**config.mk**
```make
export PLATFORM = sky130hd
export DESIGN_NAME = obi_mem_arbiter
export DESIGN_NICKNAME = d
export VERILOG_FILES = /design/src/rtl/obi_mem_arbiter.sv
export SDC_FILE = /design/constraint.sdc
export NUM_CORES = 1
export LEC_CHECK = 0
export ABC_AREA = 1
export BUFFER_PORTS_ARGS = -buffer_cell sky130_fd_sc_hd__buf_2
export CAP_MARGIN = 20
export CELL_PAD_IN_SITES_DETAIL_PLACEMENT = 1
export CELL_PAD_IN_SITES_GLOBAL_PLACEMENT = 2
export CORE_UTILIZATION = 14
export DETAILED_ROUTE_END_ITERATION = 8
export HOLD_SLACK_MARGIN = 0.02
export PLACE_DENSITY = 0.79
export SYNTH_ARGS = -nofsm -noshare
export SYNTH_HDL_FRONTEND = slang
export SYNTH_SLANG_ARGS = --single-unit
```
**constraint.sdc**
```tcl
create_clock -name clk_i -period 3.2 [get_ports clk_i]
set_input_delay 0.48 -clock clk_i [delete_from_list [all_inputs] [get_ports clk_i]]
set_output_delay 0.48 -clock clk_i [all_outputs]
set_load 0.01 [all_outputs]
```
**src/rtl/obi_mem_arbiter.sv**
```systemverilog
// obi_mem_arbiter: round-robin 2:1 OBI arbiter with optional grant stall and in-order response routing
module obi_mem_arbiter #(
    parameter int DEPTH = 4
) (
    input  logic                     clk_i,
    input  logic                     rst_ni,
    input  logic                     instr_req_i,
    input  logic [31:0]              instr_addr_i,
    output logic                     instr_gnt_o,
    output logic                     instr_rvalid_o,
    output logic [31:0]              instr_rdata_o,
    input  logic                     data_req_i,
    input  logic [31:0]              data_addr_i,
    input  logic                     data_we_i,
    input  logic [3:0]               data_be_i,
    input  logic [31:0]              data_wdata_i,
    output logic                     data_gnt_o,
    output logic                     data_rvalid_o,
    output logic [31:0]              data_rdata_o,
    output logic                     mem_req_o,
    output logic [31:0]              mem_addr_o,
    output logic                     mem_we_o,
    output logic [3:0]               mem_be_o,
    output logic [31:0]              mem_wdata_o,
    input  logic                     mem_gnt_i,
    input  logic                     mem_rvalid_i,
    input  logic [31:0]              mem_rdata_i,
    input  logic                     en_gnt_stall_i,
    input  logic [3:0]               gnt_stall_i,
    output logic [$clog2(DEPTH):0]   outstanding_o,
    output logic                     err_o
);
    localparam int AW = $clog2(DEPTH);
    localparam logic [AW:0] FULL = (AW+1)'(DEPTH);
    localparam logic [AW:0] ONE = (AW+1)'(1);

    typedef enum logic [1:0] {IDLE, WAIT, REQ} state_t;

    state_t           r_state;
    logic             r_owner;
    logic             r_last_owner;
    logic             r_err;
    logic [3:0]       r_cnt;
    logic [DEPTH-1:0] r_fifo;
    logic [AW:0]      r_wptr;
    logic [AW:0]      r_rptr;

    logic             w_owner_req;
    logic             w_push;
    logic             w_pop;
    logic             w_head;
    logic             w_last;
    logic             w_win;
    logic             w_can_arb;
    logic             w_arb;
    logic [AW:0]      w_occ;
    logic [AW:0]      w_occ_next;

    // Arbitration decision; the grant cycle uses the just-granted owner as last_owner
    always_comb begin
        w_occ       = r_wptr - r_rptr;
        w_owner_req = r_owner ? data_req_i : instr_req_i;
        w_push      = (r_state == REQ) & mem_gnt_i & w_owner_req;
        w_pop       = mem_rvalid_i & (w_occ != '0);
        w_head      = r_fifo[r_rptr[AW-1:0]];
        w_occ_next  = w_occ + {{AW{1'b0}}, w_push} - {{AW{1'b0}}, w_pop};
        w_last      = w_push ? r_owner : r_last_owner;
        w_win       = (instr_req_i & data_req_i) ? ~w_last : data_req_i;
        w_can_arb   = (instr_req_i | data_req_i) & (w_occ != FULL) & (w_occ_next < FULL);
        w_arb       = (r_state == IDLE) | w_push;
    end

    // Control FSM: owner selection, stall countdown, retraction and stray-response errors
    always_ff @(posedge clk_i or negedge rst_ni) begin
        if (!rst_ni) begin
            r_state      <= IDLE;
            r_owner      <= 1'b0;
            r_last_owner <= 1'b0;
            r_cnt        <= 4'd0;
            r_err        <= 1'b0;
        end else begin
            if (w_push) r_last_owner <= r_owner;
            if (r_state != IDLE && !w_owner_req) begin
                r_err   <= 1'b1;
                r_state <= IDLE;
            end else if (w_arb) begin
                if (w_can_arb) begin
                    r_owner <= w_win;
                    if (en_gnt_stall_i && gnt_stall_i != 4'd0) begin
                        r_cnt   <= gnt_stall_i;
                        r_state <= WAIT;
                    end else begin
                        r_state <= REQ;
                    end
                end else begin
                    r_state <= IDLE;
                end
            end else if (r_state == WAIT) begin
                r_cnt <= r_cnt - 4'd1;
                if (r_cnt == 4'd1) r_state <= REQ;
            end
            if (mem_rvalid_i && w_occ == '0) r_err <= 1'b1;
        end
    end

    // ID FIFO pointers; the extra wrap bit separates full from empty
    always_ff @(posedge clk_i or negedge rst_ni) begin
        if (!rst_ni) begin
            r_wptr <= '0;
            r_rptr <= '0;
        end else begin
            if (w_push) r_wptr <= r_wptr + ONE;
            if (w_pop) r_rptr <= r_rptr + ONE;
        end
    end

    // ID FIFO storage: which master issued each granted transaction
    always_ff @(posedge clk_i) begin
        if (w_push) r_fifo[r_wptr[AW-1:0]] <= r_owner;
    end

    // Shared port muxing, grant steering and response routing
    always_comb begin
        mem_req_o      = r_state == REQ;
        mem_addr_o     = r_owner ? data_addr_i : instr_addr_i;
        mem_we_o       = r_owner & data_we_i;
        mem_be_o       = r_owner ? data_be_i : 4'hF;
        mem_wdata_o    = r_owner ? data_wdata_i : 32'd0;
        instr_gnt_o    = (r_state == REQ) & mem_gnt_i & ~r_owner;
        data_gnt_o     = (r_state == REQ) & mem_gnt_i & r_owner;
        instr_rvalid_o = w_pop & ~w_head;
        data_rvalid_o  = w_pop & w_head;
        instr_rdata_o  = mem_rdata_i;
        data_rdata_o   = mem_rdata_i;
        outstanding_o  = w_occ;
        err_o          = r_err;
    end
endmodule

```
==> out/results.tsv <==
stage	metric	value	unit
worst_setup_path	crit_fanout	5	
synthesis	synth_common_cells	173 x nand2_1, 65 x buf_4, 63 x inv_1	
power_and_ir_drop	switchingPower	1448	uW
detailed_routing	drt-pass1-iter-count	4	
synthesis	synth_top_family_by_area	simple AND/OR/NAND/NOR gates	
final_layout	num-nets-final	684	
timing	max_slew_margin	0.7150	
detailed_routing	ant_nets	0	
synthesis	synth_cell_type_count	29	
synthesis	synthDominantCellAreaShare	0.2660	
synthesis	synth-compound-area-share	0.03793	
worst_setup_path	start_kind	flop	
grt	grt_util_all_layers	0.08577	
power_and_ir_drop	internal-power	1275	uW
die	fp.coreArea	16820	um^2
detailed_routing	viasPerCell	3.606	
job	drv_cap	0	
timing	slew_viol_final	0	
cts	cts_sinks	19	
final_layout	final_core_util	0.1932	
synthesis	synthTopCellsByArea	nand2_1 27%, buf_4 20%, dfrtp_1 15%	
final_layout	diodes	0	
timing	fin_hold_ws	0.1325	ns
worst_setup_path	crit_chain	inv_2, ha_2, fa_2, nand2_1, inv_1, nand2_1, nand2_2, inv_2, ha_1, inv_1, ha_1, nand2_1, nand2_1, nand2_1, nand2_1, nand2_1, nand3_1, nand2_2, nand2_2, nand2_1, nand2_1	
die	dieHeight	134.0	um
worst_setup_path	r2r-start	r_wptr[0]	
worst_setup_path	worstSetupPathType	flop to flop	
worst_setup_path	crit_slowest_cell	fa_2	
worst_setup_path	critPathMaxStageDelay	0.54	ns
worst_setup_path	r2r.worst_path.cells	21	
place	dpl.hpwl	6920	um
final_layout	fin_area	3249	um^2
cts	clk_latency	0.25	ns
synthesis	synth_seq_cells	19	
power_and_ir_drop	switching_share	0.5318	
synthesis	synth-main-ff-cell	dfrtp_1	
synthesis	synth_mux_area_frac	0	
synthesis	synthCells	406	
detailed_routing	drc_errors	0	
die	fp.dieArea	17970	um^2
power_and_ir_drop	cellPowerDensity	837.8	nW/um^2
grt	antenna_found_initial	0	
final_layout	area_delta_synth_final	33.11	%
worst_setup_path	critPathLaunch	r_wptr[0]	
status	status	finished, final reports clean	
worst_setup_path	critPathCaptureType	flop	
power_and_ir_drop	p_clk_frac	0.096	
synthesis	synth_largest_area_cell	nand2_1	
power_and_ir_drop	leakage	0.002145	uW
cts	cts_tree	built	
timing	period_share	0.9111	
min_path	hp-class	primary input to async pin	
power_and_ir_drop	ir_drop	0.3427	mV
worst_setup_path	cp.arrival	3.06	ns
place	placed_area	3148	um^2
timing	skew	0.002076	ns
timing	tightest_slew	0.4275	ns
cts	numCtsBuffers	3	
cts	htree_levels	1	
final_layout	drive_gt1_frac	0.4167	
timing	final-hold-violation-count	0	
timing	period_minus_slack	2.915	ns
synthesis	synthSimpleGateAreaFrac	0.3578	
synthesis	post_synth.cell_area_avg	6.013	um^2
synthesis	ys_seq_area_frac	0.2030	
worst_setup_path	path_common_cell	nand2_1	
detailed_routing	wl_per_cell	11.01	um
cts	clock_path_buffers	2	
die	ioPinCount	286	
place	port-buffer-count	189	
synthesis	synth-adder-area-share	0.05946	
place	gp_congestion	0.7379	
die	die_w	134.0	um
die	rows	47	
grt	grt_pass1_wl	12540	um
cts	postCtsHoldBufs	0	
power_and_ir_drop	power_frac_seq	0.161	
detailed_routing	drt_iter0_drc	55	
worst_setup_path	cp.required	3.34	ns
synthesis	syn_area	2441	um^2
synthesis	async_reset_ff_frac	0.7895	
timing	fmax	0.3430	GHz
synthesis	yosys_warnings	0	
cts	cts-root-buf	clkbuf_16	
detailed_routing	drt-total-wl	8239	um
synthesis	syn_nets	561	
timing	final-setup-viol-count	0	
synthesis	synth_xor_area_frac	0.02153	
grt	grt_pass1_vias	2649	
cts	clk_pin_slew	0.06	ns
power_and_ir_drop	power_frac_comb	0.743	
die	start_util	0.1451	
detailed_routing	vias	2697	
grt	grt_max_degree	44	
synthesis	yosysMostFrequentCell	nand2_1	
grt	overflow	0	
synthesis	synth_edf_count	4	
final timing paths:
kind	slack, ns	endpoint
worst max-delay path	0.28	r_cnt[1]
worst min-delay path	0.13	r_rptr[0]
worst max register to register	0.28	r_cnt[1]
worst min register to register	0.47	err_o
max in group asynchronous	2.78	r_owner
min in group clk_i	0.47	err_o
per-layer routing:
| layer | part of all wire | GRT usage | vias to the layer above |
|---|---|---|---|
| met1 | 0.41 | 0.09963 | 1180 |
| met5 | 0 | 0 | - |
| li1 | - | - | 1377 |
| met3 | 0.085 | 0.02457 | 5 |
| met2 | 0.50 | 0.1575 | 135 |
| met4 | 0.0049 | 0.01311 | 0 |
metrics by stage:
| step | total power (uW) | instances | TNS, ns | setup slack [ns] |
|---|---|---|---|---|
| detailed placement | 2456 | 742 | 0 | 0.1102 |
| CTS | 2731 | 746 | 0 | 0.09094 |
| global route | 3057 | 748 | -0.02096 | -0.01748 |
| global placement | 2432 | 742 | 0 | 0.2381 |
| floorplan | 1794 | 406 | 0 | 0.4541 |
| finish | 2722 | 748 | 0 | 0.2846 |
state kept, by name (all words and copies together) (netlist names):
name          flops
r_wptr            3
r_last_owner      1
r_rptr            3
r_state           2
r_cnt             4
r_owner           1
err_o             1
r_fifo            4
cell usage in the layout (no fill, tap or decap), types with 2 or more instances in the layout:
cell type and n:
buf_2 189, nand2_1 172, inv_1 61, nand3_1 15, dfrtp_1 14, nor2_1 10, ha_1 9, nand2_2 7
buf_4 6, or2_2 5, o21ai_0 5, xor2_1 5, edfxtp_1 4, a21oi_1 3, clkbuf_16 3, o21ai_2 2
nor2_2 2, inv_2 2
power by group through the flow:
stage          sequential, uW  clock (uW)  combinational [uW]
2_1_floorplan             403           0                1390
3_3_place_gp              440           0                1990
3_5_place_dp              445           0                2010
4_1_cts                   441         266                2020
5_1_grt                   453         280                2320
6_report                  439         262                2020
final cells by class:
class	instances	area [um^2]
fill	2223	13570
multi-input combinational	247	1171
timing repair buffer	195	991.0
sequential	19	496.7
tap	220	275.3
inverter	63	236.5
clock buffer	4	78.83
worst max-delay path, delay by kind of cell (launching register included):
kind                       cells  cell delay (ns)
adders and majority gates      4             1.13
DFF                            1             0.37
buffers and inverters          4             0.26
and+or+nand+nor               13             1.02
what timing repair did:
| item | in CTS | in global routing |
|---|---|---|
| resized for setup | 0 | 5 |
| buffers inserted | 0 | 2 |
| endpoints found under the setup margin | 0 | 5 |
logic make-up after synthesis:
family / count (synthesis)
AO/OA/AOI/OAI: 15
buffers and inverters: 140
flip-flops: 19
AND/OR/NAND/NOR: 215
XOR/XNOR: 6
adder cells (fa/ha/maj): 11
(Power assumes the default switching activity.)
